## src/rtl/j_i2s_pkg.sv

```systemverilog
// Shared types and constants for the Jerry I2S receive front-end.
package j_i2s_pkg;

  typedef enum logic [1:0] {
    DISABLED = 2'd0,
    ALIGN    = 2'd1,
    RUN      = 2'd2
  } rx_state_t;

  localparam logic WS_LEFT  = 1'b0;
  localparam logic WS_RIGHT = 1'b1;

endpackage

```

## src/rtl/j_sync_edge.sv

```systemverilog
// Multi-flop synchroniser for one asynchronous pin, with a rising-edge pulse
// derived from the synchronised value.
module j_sync_edge #(
  parameter int STAGES = 2
) (
  input  logic clk,
  input  logic reset,
  input  logic d,
  output logic q,
  output logic rise
);

  logic [STAGES-1:0] sync;
  logic              q_prev;

  always_ff @(posedge clk or posedge reset) begin
    if (reset) begin
      sync   <= '0;
      q_prev <= 1'b0;
    end else begin
      sync   <= {sync[STAGES-2:0], d};
      q_prev <= sync[STAGES-1];
    end
  end

  assign q    = sync[STAGES-1];
  assign rise = q & ~q_prev;

endmodule

```

## src/rtl/j_i2s_rx.sv

```systemverilog
// I2S serial audio receiver: synchronises sck/ws/sd, assembles MSB-first words
// into left/right holding registers. Optional sticky overrun flag: J_I2S_RX_OVERRUN_EN.
module j_i2s_rx
  import j_i2s_pkg::*;
#(
  parameter int WORD_W      = 16,
  parameter int SYNC_STAGES = 2
) (
  input  logic              sys_clk,
  input  logic              reset,
  input  logic              sck_in,
  input  logic              ws_in,
  input  logic              sd_in,
  input  logic              rx_en,
  input  logic              rd_l,
  input  logic              rd_r,
  output logic [WORD_W-1:0] left_data,
  output logic [WORD_W-1:0] right_data,
  output logic              left_valid,
  output logic              right_valid,
  output logic              irq
`ifdef J_I2S_RX_OVERRUN_EN
  ,
  output logic              overrun
`endif
);

  localparam int CNT_W = $clog2(WORD_W + 1);
  localparam logic [WORD_W-1:0] MSB_ONE = {1'b1, {(WORD_W-1){1'b0}}};

  rx_state_t         state, state_next;
  logic [CNT_W-1:0]  cnt;
  logic [WORD_W-1:0] sreg;
  logic [WORD_W-1:0] sreg_ins;
  logic              ws_last;

  logic sck_s, bit_ev;
  logic ws_s, sd_s;
  logic ws_rise_unused, sd_rise_unused;
  logic ws_change, slot_free;
  logic latch_l, latch_r;

  // ws and sd use the same synchroniser as sck so all three see equal delay.
  j_sync_edge #(.STAGES(SYNC_STAGES)) u_sync_sck (
    .clk(sys_clk), .reset(reset), .d(sck_in), .q(sck_s), .rise(bit_ev)
  );
  j_sync_edge #(.STAGES(SYNC_STAGES)) u_sync_ws (
    .clk(sys_clk), .reset(reset), .d(ws_in), .q(ws_s), .rise(ws_rise_unused)
  );
  j_sync_edge #(.STAGES(SYNC_STAGES)) u_sync_sd (
    .clk(sys_clk), .reset(reset), .d(sd_in), .q(sd_s), .rise(sd_rise_unused)
  );

  assign ws_change = (ws_s != ws_last);
  assign slot_free = (cnt < CNT_W'(WORD_W));

  // The target bit is always still zero, so OR-ing the shifted marker inserts sd.
  always_comb begin
    sreg_ins = sreg;
    if (slot_free && sd_s)
      sreg_ins = sreg | (MSB_ONE >> cnt);
  end

  assign latch_l = rx_en && (state == RUN) && bit_ev && ws_change && (ws_last == WS_LEFT);
  assign latch_r = rx_en && (state == RUN) && bit_ev && ws_change && (ws_last == WS_RIGHT);

  always_ff @(posedge sys_clk or posedge reset) begin
    if (reset)
      state <= DISABLED;
    else
      state <= state_next;
  end

  always_comb begin
    state_next = state;
    if (!rx_en) begin
      state_next = DISABLED;
    end else begin
      case (state)
        DISABLED: state_next = ALIGN;
        ALIGN:    if (bit_ev && ws_change) state_next = RUN;
        RUN:      state_next = RUN;
        default:  state_next = DISABLED;
      endcase
    end
  end

  always_ff @(posedge sys_clk or posedge reset) begin
    if (reset) begin
      cnt         <= '0;
      sreg        <= '0;
      ws_last     <= WS_LEFT;
      left_data   <= '0;
      right_data  <= '0;
      left_valid  <= 1'b0;
      right_valid <= 1'b0;
      irq         <= 1'b0;
    end else if (!rx_en) begin
      cnt         <= '0;
      sreg        <= '0;
      left_valid  <= 1'b0;
      right_valid <= 1'b0;
      irq         <= 1'b0;
    end else begin
      irq <= latch_r;
      if (bit_ev && (state != DISABLED))
        ws_last <= ws_s;

      if (state != RUN) begin
        cnt  <= '0;
        sreg <= '0;
      end else if (bit_ev) begin
        if (ws_change) begin
          cnt  <= '0;
          sreg <= '0;
        end else if (slot_free) begin
          cnt  <= cnt + CNT_W'(1);
          sreg <= sreg_ins;
        end
      end

      if (latch_l) left_data  <= sreg_ins;
      if (latch_r) right_data <= sreg_ins;
      // A latch in the same cycle as a read wins, so the new word stays unread.
      left_valid  <= latch_l | (left_valid  & ~rd_l);
      right_valid <= latch_r | (right_valid & ~rd_r);
    end
  end

`ifdef J_I2S_RX_OVERRUN_EN
  always_ff @(posedge sys_clk or posedge reset) begin
    if (reset)
      overrun <= 1'b0;
    else if (!rx_en)
      overrun <= 1'b0;
    else if ((latch_l && left_valid && !rd_l) || (latch_r && right_valid && !rd_r))
      overrun <= 1'b1;
  end
`endif

endmodule

```

## config.mk

```make
export PLATFORM = sky130hd
export DESIGN_NAME = j_i2s_rx
export DESIGN_NICKNAME = d
export VERILOG_FILES = /design/src/rtl/j_i2s_pkg.sv /design/src/rtl/j_sync_edge.sv /design/src/rtl/j_i2s_rx.sv
export SDC_FILE = /design/constraint.sdc
export NUM_CORES = 1
export LEC_CHECK = 0
export ABC_AREA = 1
export CAP_MARGIN = 20
export CORE_AREA = 5 5 85 87
export CTS_BUF_LIST = sky130_fd_sc_hd__clkbuf_8
export DETAILED_ROUTE_END_ITERATION = 8
export DIE_AREA = 0 0 90 92
export MAX_ROUTING_LAYER = met4
export PLACE_DENSITY = 0.72
export REMOVE_ABC_BUFFERS = 1
export SLEW_MARGIN = 20
export SYNTH_ARGS = -nofsm -noshare
export SYNTH_HDL_FRONTEND = slang
export SYNTH_SLANG_ARGS = --single-unit
```

## constraint.sdc

```tcl
create_clock -name sys_clk -period 6.5 [get_ports sys_clk]
set_clock_uncertainty 0.1 [all_clocks]
set_input_delay 0.975 -clock sys_clk [delete_from_list [all_inputs] [get_ports sys_clk]]
set_output_delay 0.975 -clock sys_clk [all_outputs]
set_load 0.05 [all_outputs]
```

==> impl_metrics.json <==
{
  "post_cts_resized": 0,
  "place.gp.congestion": 0.790,
  "switching_share_pct": 29.1,
  "port_buffers": 42,
  "muxShareOfSynthArea_pct": 0.326,
  "report.final.slew_viol_count": 0,
  "cp_top_family": "buffers and inverters",
  "drive_above_1_share_pct": 18.6,
  "finalSetupViolCount": 0,
  "p_sw_w": 0.000250,
  "placed_cells": 418,
  "pin_count": 43,
  "dieArea_sq_um": 8280,
  "slew_headroom_pct": 46.0,
  "synth-simple-area-share_pct": 15.3,
  "clock_sinks": 66,
  "cap_viol_max_count": 0,
  "critPathLaunchType": "register",
  "die_h_um": 92,
  "synthAdderAreaFrac_pct": 3.67,
  "stdcell_count": 432,
  "initial_core_util_pct": 48.9,
  "dieWidth_um": 90,
  "synth.area.top_cells": "dfrtp_1, nand2_1, o21ai_2, inv_1, ha_1",
  "postCtsSetupBuffers": 0,
  "synth_top_area_share_pct": 53.8,
  "p_int_w": 0.000609,
  "pwr-share-comb_pct": 15.4,
  "insertion_delay_ns": 0.34,
  "routed_via_density": 4.91,
  "std_cell_rows": 29,
  "crit_fanout": 2,
  "ys_warn_count": 0,
  "final_antenna_net_count": 0,
  "syn_inst": 308,
  "seqPwrFrac_pct": 51.4,
  "cts_buffers": 9,
  "htree_levels": 3,
  "final_common_cell": "dfrtp_1",
  "cp.required_ns": 5.42,
  "nNetsFinal": 369,
  "synthXorXnorAreaFrac_pct": 0,
  "grtUsageTotal_pct": 15.5,
  "hold_viol_final": 0,
  "worst_slew_pin_slew_ns": 0.809,
  "syn_to_final_growth_pct": 18.9,
  "antenna_cells": 0,
  "leakagePower_nw": 1.63,
  "critical_path.slowest_cell": "clkdlybuf4s50_1",
  "p_clk_share_pct": 33.3,
  "drt_iter0_drc": 135,
  "synth_cell_types": 27,
  "critPathKind": "reg2out",
  "routed_wirelength_mm": 5.48,
  "cp_slowest_stage_delay_ns": 0.81,
  "first_pass_iters": 4,
  "hold_class": "reg2reg",
  "layout_common_cells": "dfrtp_1, nand2_1, clkdlybuf4s50_1",
  "hold_ws_ns": 0.249,
  "ys_seq_area_share_pct": 53.8,
  "overflow": 0,
  "vias": 2123,
  "synth_top_area_cell": "dfrtp_1",
  "status": "finished clean",
  "rsz0062_at_grt": "no",
  "synth_top_family_by_area": "compound AO/OA/AOI/OAI gates",
  "syn-mean-instance-area_sq_um": 9.96,
  "antenna_found_initial": 0,
  "max-vdd-ir-drop_mv": 0.159,
  "period_share_pct": 39.6,
  "max_freq_ghz": 0.388,
  "ys_ff_latch": 66,
  "syn-cell-area_sq_um": 3070,
  "core_sq_um": 6280,
  "path_buf_inv": 1,
  "cts_root_buffer": "clkbuf_8",
  "rrSetupSlack_ns": 4.60,
  "dp_hpwl_mm": 3.75,
  "fin_setup_tns_ns": 0,
  "cts_tree": "done",
  "end_kind": "output pin",
  "cts_buffer_depth": 2,
  "hold_buffers": 0,
  "grt_max_degree": 67,
  "grt_pass1_wl_mm": 10.2,
  "crit_chain": "clkdlybuf4s50_1",
  "timing.final.crit_period_ns": 2.58,
  "cp.arrival_ns": 1.50,
  "wl_per_cell_um": 12.7,
  "powerDensity_nw_per_um2": 236,
  "clk_pin_slew_ns": 0.06,
  "synth_compound_area_share_pct": 17.8,
  "drc": 0,
  "grt_pass1_vias": 2252
}
## power by group through the flow
stage               Combinational [W]  Sequential (W)  Clock (W)
floorplan                   0.0000779        0.000468          0
global placement             0.000132        0.000447          0
detailed placement           0.000134        0.000449          0
CTS                          0.000135        0.000441   0.000300
global route                 0.000148        0.000443   0.000314
finish                       0.000132        0.000441   0.000286
## routing by layer
| metal | vias up | wire length (um) | GRT usage [%] |
|---|---|---|---|
| met5 | - | 0 | - |
| met4 | 0 | 106 | 7.44 |
| met3 | 11 | 269 | 3.68 |
| met2 | 38 | 2650 | 25.3 |
| met1 | 1002 | 2450 | 18.0 |
| li1 | 1072 | - | - |
## stage by stage
step                      cell area (sq um)  worst slack, ns  power, W  utilization [%]
after CTS                              3650             3.90  0.000876             58.1
after floorplan                        2970             3.77  0.000546                -
after global routing                   3650             3.86  0.000905             58.1
after global placement                 3490             3.74  0.000579             55.6
final                                  3650             3.92  0.000859             58.1
after detailed placement               3490             3.69  0.000583             55.6
## worst paths after layout
kind                                               from                            to  depth (start not counted)
setup reg to reg                   state[0]$_DFFE_PP0P_          sreg[14]$_DFFE_PP0P_                          7
hold / removal             u_sync_sck.sync[0]$_DFF_PP0_  u_sync_sck.sync[1]$_DFF_PP0_                          0
hold reg to reg            u_sync_sck.sync[0]$_DFF_PP0_  u_sync_sck.sync[1]$_DFF_PP0_                          0
min in group asynchronous                         reset   u_sync_sd.sync[0]$_DFF_PP0_                          3
max in group asynchronous                         reset      left_data[6]$_DFFE_PP0P_                          3
setup / recovery              right_data[1]$_DFFE_PP0P_                 right_data[1]                          1
## registers in the layout, indices dropped and copies added (netlist names)
name               count
right_data            16
u_sync_sck.sync        2
left_data             16
u_sync_sd.sync         2
left_valid             1
sreg                  16
state                  2
right_valid            1
u_sync_ws.sync         2
u_sync_sck.q_prev      1
cnt                    5
irq                    1
ws_last                1
## cell usage after synthesis, drive strengths merged
library cell  instances
o22ai                 2
nand3                13
o21ai                48
a31oi                 1
nand3b                1
mux2i                 1
nor2                  9
buf                  10
inv                  46
nand4                 2
dfrtp                66
a21oi                31
ha                    9
nand2                69
## layout make-up
cell class	instances	area (sq um)
Fill cell	546	2630
Multi-Input combinational cell	186	1140
Timing Repair Buffer	43	428
Clock inverter	4	20.0
Clock buffer	10	138
Sequential cell	66	1650
Inverter	46	178
Tap cell	77	96.3
## cells by family (layout without fill, tap and decap cells)
| kind of cell | Yosys count | after routing |
|---|---|---|
| AND/OR/NAND/NOR | 94 | 94 |
| flip-flops | 66 | 66 |
| multiplexers | 1 | 1 |
| AO/OA/AOI/OAI | 82 | 82 |
| buffers and inverters | 56 | 103 |
| adder cells (fa/ha/maj) | 9 | 9 |
Note: power is estimated with default switching activity, not from simulation.
